==> src/rtl/axis_dot_accumulator_pkg.sv <==
// axis_dot_accumulator_pkg: shared state encoding and default widths for the dot-product stages
package axis_dot_accumulator_pkg;
  typedef enum logic {ACCUM, HOLD} state_t;
  localparam int DEF_DATA_W = 64;
  localparam int DEF_ACC_W = 72;
  localparam int DEF_CNT_W = 8;
  localparam int CNT_MAX = (1 << DEF_CNT_W) - 1;
endpackage

==> src/rtl/axis_dot_accumulator.sv <==
// axis_dot_accumulator: sums an AXI-Stream of unsigned products into one result per tlast-terminated vector
module axis_dot_accumulator
  import axis_dot_accumulator_pkg::*;
#(
  parameter int DATA_W = DEF_DATA_W,
  parameter int ACC_W = DEF_ACC_W,
  parameter int CNT_W = DEF_CNT_W
) (
  input  logic              clk,
  input  logic              reset,
  input  logic              s_tvalid,
  input  logic [DATA_W-1:0] s_tdata,
  input  logic              s_tlast,
  output logic              s_tready,
  output logic              m_tvalid,
  output logic [ACC_W-1:0]  m_tdata,
  output logic [CNT_W-1:0]  m_tcount,
  output logic              m_tovf,
  input  logic              m_tready
);
  state_t state;
  logic [ACC_W-1:0] acc;
  logic [CNT_W-1:0] cnt, cnt_nx;
  logic [ACC_W:0] sum;
  logic ovf, sat, ovf_nx, accept;
  // acc/cnt/ovf are always clear in HOLD, so one datapath serves both states
  assign s_tready = reset & ((state == ACCUM) | m_tready);
  assign accept = s_tvalid & s_tready;
  assign sum = {1'b0, acc} + (ACC_W + 1)'(s_tdata);
  assign sat = cnt == '1;
  assign cnt_nx = sat ? cnt : cnt + CNT_W'(1);
  assign ovf_nx = ovf | sum[ACC_W] | sat;
  always_ff @(posedge clk or negedge reset)
    if (!reset) begin
      state <= ACCUM;
      acc <= '0;
      cnt <= '0;
      ovf <= 1'b0;
      m_tvalid <= 1'b0;
      m_tdata <= '0;
      m_tcount <= '0;
      m_tovf <= 1'b0;
    end else if (accept && s_tlast) begin
      m_tdata <= sum[ACC_W-1:0];
      m_tcount <= cnt_nx;
      m_tovf <= ovf_nx;
      m_tvalid <= 1'b1;
      acc <= '0;
      cnt <= '0;
      ovf <= 1'b0;
      state <= HOLD;
    end else if (accept) begin
      acc <= sum[ACC_W-1:0];
      cnt <= cnt_nx;
      ovf <= ovf_nx;
      m_tvalid <= 1'b0;
      state <= ACCUM;
    end else if (state == HOLD && m_tready) begin
      m_tvalid <= 1'b0;
      state <= ACCUM;
    end
endmodule

==> config.mk <==
export PLATFORM = sky130hd
export DESIGN_NAME = axis_dot_accumulator
export DESIGN_NICKNAME = d
export VERILOG_FILES = /design/src/rtl/axis_dot_accumulator_pkg.sv /design/src/rtl/axis_dot_accumulator.sv
export SDC_FILE = /design/constraint.sdc
export NUM_CORES = 1
export LEC_CHECK = 0
export BUFFER_PORTS_ARGS = -buffer_cell sky130_fd_sc_hd__buf_2
export CAP_MARGIN = 20
export CORE_MARGIN = 5
export CORE_UTILIZATION = 63
export CTS_CLUSTER_SIZE = 28
export DETAILED_ROUTE_END_ITERATION = 6
export PLACE_DENSITY = 0.91
export REMOVE_ABC_BUFFERS = 1
export SYNTH_ARGS = -nofsm -noshare
export SYNTH_HDL_FRONTEND = slang
export SYNTH_SLANG_ARGS = --single-unit
export TNS_END_PERCENT = 20
==> constraint.sdc <==
create_clock -name clk -period 6.4 [get_ports clk]
set_input_delay 1.28 -clock clk [delete_from_list [all_inputs] [get_ports clk]]
set_output_delay 1.28 -clock clk [all_outputs]
set_load 0.02 [all_outputs]
==> impl_metrics.csv <==
group,metric,value,unit
status,status,"finished, final reports clean",
power_and_ir_drop,p_comb_share,54.3,%
finish,final_cells,1532,
global_route,met1_usage,40.1,%
yosys,synth-seq-area-share,39.4,%
yosys,syn-cell-area,10300,sq um
setup_path,slowest_stage,"fa_1",
placement,gp_congestion,0.986,
clocking,htreeDepth,4,
floorplan,die_w,138,um
setup_path,cp.required,6720,ps
setup_path,crit_type,"input pin to flip-flop",
placement,hpwl,20.5,mm
setup_path,reg2reg_from,"acc[0]",
setup_path,crit_path_cell_trace,"buf_2, ha_1, fa_1, a21oi_1, o2111a_2, nor3_2, o21bai_2, a21oi_1, a31oi_1, o31ai_1, a21boi_1, xnor2_1, mux2_2",
setup_path,slowest_delay,410,ps
finish,multi_input_area,5900,sq um
yosys,synth-edff-count,0,
placement,io_buffers,151,
timing,fmax,254,MHz
global_route,globalRouteOverflowTotal,0,
floorplan,initial_utilization,64.7,%
timing,setup_tns,0,ps
hold_path,min-delay-start,"m_tdata[43]",
yosys,ys.flop_type,"dfrtp_1",
power_and_ir_drop,p_total,5850,uW
timing,finalCritPeriodShare,61.5,%
route,drt-total-wl,28.4,mm
global_route,top_usage_layer,"met2",
route,first_pass_iters,6,
floorplan,dieArea,19100,sq um
yosys,synth-seq-cells,163,
route,vias,9511,
floorplan,ios,152,
clocking,numCtsBuffers,17,
floorplan,die_y,138,um
finish,syn2layout_area_growth,13.5,%
finish,drive_above_1_share,17.6,%
timing,slew_headroom,33.8,%
finish,nets,1438,
finish,fillers,1281,
global_route,grt_use_met2,47.2,%
timing,period_needed,3930,ps
timing,slew_violations,0,
power_and_ir_drop,p_per_area,498,nW/um^2
timing,rsz0062_at_grt,"no",
clocking,ctsHoldBuffers,0,
yosys,async_reset_ff_share,100,%
clocking,clk_root_buffer_cell,"clkbuf_16",
timing,skew,10.3,ps
yosys,syn_area_per_cell,8.66,sq um
clocking,path_clk_slew,60,ps
route,postRouteAntennaNets,0,
power_and_ir_drop,ir_drop,0.000254,V
yosys,synth_top_area_share,39.4,%
timing,worst-slew-pin-transition,991,ps
setup_path,end_kind,"flip-flop",
global_route,antenna_found_initial,0,
timing,hold_viol_final,0,
route,via_per_inst,6.21,
power_and_ir_drop,clockPowerShare,17.1,%
setup_path,path_common_cell,"a21oi_1",
power_and_ir_drop,p_sw,2690,uW
global_route,met3_usage,6.83,%
global_route,grt_first_pass_wirelength,47.5,mm
flow_run,drv_cap,0,
global_route,grt_pass1_vias,9598,
hold_path,hp-class,"flip-flop to flip-flop",
clocking,cts_resized,0,
finish,design_area,11700,sq um
floorplan,core_area,16000,sq um
floorplan,num_rows,46,
yosys,ys.warnings.count,0,
power_and_ir_drop,leakagePower,0.00584,uW
finish,ff_latch_area,4080,sq um
timing,setup_violations,0,
route,wl_per_cell,18.5,um
route,drtIter0Drc,875,
power_and_ir_drop,internal-power,3160,uW
placement,placed_area,11200,sq um
clocking,cts_setup_buffers,0,
setup_path,crit_start,"s_tdata[0]",
finish,diodes,0,
route,drc,0,
global_route,grt_use_total,29.6,%
clocking,tritoncts,"done",
setup_path,critPathMaxFanout,5,
power_and_ir_drop,switching_share,46.0,%
yosys,yosysUniqueCellTypes,73,
setup_path,startpoint_type,"input pin",
yosys,netlist_instances,1195,
yosys,yosysTopAreaCell,"dfrtp_1",
clocking,cts.path.max_buffers,2,
clocking,clock_latency,440,ps
placement,placed_cells,1500,
setup_path,crit_arrival,4250,ps
clocking,clock-sinks,163,
global_route,grt_max_degree,86,
power_and_ir_drop,p_seq_share,28.7,%
yosys,synthTopCellsByArea,"dfrtp_1 39%, nand2_1 8.5%, ha_1 7.9%",
final timing paths:
path | depth (start not counted) | slack, ps | endpoint
setup / recovery | 13 | 2470 | m_tdata[46]
hold / removal | 2 | 470 | m_tdata[43]
setup reg to reg | 12 | 3020 | m_tdata[46]
hold reg to reg | 2 | 470 | m_tdata[43]
max in group asynchronous | 2 | 4390 | acc[25]
min in group asynchronous | 1 | 780 | m_tdata[33]
cell usage after synthesis, types with 3 or more instances:
| cell type | n |
|---|---|
| nand2_1 | 233 |
| dfrtp_1 | 163 |
| a21oi_1 | 103 |
| o21ai_0 | 84 |
| ha_1 | 65 |
| nor2_1 | 62 |
| clkbuf_1 | 55 |
| a22o_1 | 49 |
| xnor2_1 | 35 |
| xor2_1 | 34 |
| a21o_1 | 32 |
| inv_1 | 32 |
| nand4_1 | 29 |
| nor3_1 | 16 |
| nand3_1 | 15 |
| a31oi_1 | 14 |
| o211ai_1 | 13 |
| o21bai_1 | 12 |
| and3_1 | 10 |
| o21a_1 | 10 |
| buf_2 | 9 |
| mux2_2 | 9 |
| o31ai_1 | 8 |
| and2_1 | 7 |
| a211oi_1 | 6 |
| nand2b_1 | 6 |
| buf_1 | 5 |
| or3_1 | 5 |
| a211o_1 | 4 |
| and4_1 | 4 |
| nor2b_1 | 4 |
| o21ai_1 | 4 |
| a21boi_0 | 3 |
| o21ai_2 | 3 |
| o221ai_1 | 3 |
per-layer routing:
metal	wire (um)	share of wire [%]
met1	12500	44
met2	13200	46
met3	2020	7.1
met4	685	2.4
met5	0	0
area by class of cell:
cell class                      instances  share of cell area [%]
Inverter                               32                    1.02
Timing Repair Buffer                  158                    6.94
Sequential cell                       163                    34.7
Clock buffer                           21                    4.01
Multi-Input combinational cell        931                    50.2
Clock inverter                         11                   0.767
Tap cell                              216                    2.30
registers in the layout, indices dropped and copies added (netlist names):
register	flops
acc	72
cnt	8
m_tcount	8
m_tdata	72
m_tovf	1
ovf	1
state	1
critical path: cells and delay by family:
| family | cells | cell delay, ps |
|---|---|---|
| compound gates | 7 | 1790 |
| mux | 1 | 270 |
| xor+xnor | 1 | 100 |
| simple gates | 1 | 70 |
| fa+ha+maj | 2 | 620 |
| buf+inv | 1 | 100 |
layout by cell type, fill, tap and decap left out, drive strengths merged, types with 11 or more instances in the layout:
cell type,count
a31oi,15
a22o,50
nand2,233
nor2,62
xor2,34
nand3,15
a21o,32
dfrtp,163
clkbuf,21
o211ai,13
ha,65
a21oi,105
nand4,30
and3,11
o21bai,13
nor3,18
xnor2,35
o21a,11
buf,158
o21ai,91
inv,37
kinds of logic (layout without fill, tap and decap cells):
group / count (synthesis) / count (layout) / synth area share [%]
AND/OR/NAND/NOR: 406 / 406 / 17.5
AO/OA/AOI/OAI: 379 / 379 / 24.2
flip-flops: 163 / 163 / 39.4
buffers and inverters: 101 / 222 / 3.77
XOR/XNOR: 69 / 69 / 5.84
adder cells (fa/ha/maj): 66 / 66 / 8.05
multiplexers: 11 / 11 / 1.22
metrics by stage:
step	hold slack (ps)	worst slack [ps]	utilization (%)
2_1_floorplan	453	557	-
4_1_cts	473	2520	73.4
3_5_place_dp	457	2100	69.9
5_1_grt	484	2300	73.4
3_3_place_gp	452	2130	69.9
6_report	469	2470	73.4
power groups by stage:
stage	registers [uW]	clock network, uW	logic, uW
CTS	1670	999	3130
finish	1680	998	3170
floorplan	1900	0	2030
global placement	1670	0	3060
global route	1720	1050	3470
detailed placement	1680	0	3110
(Power assumes the default switching activity.)
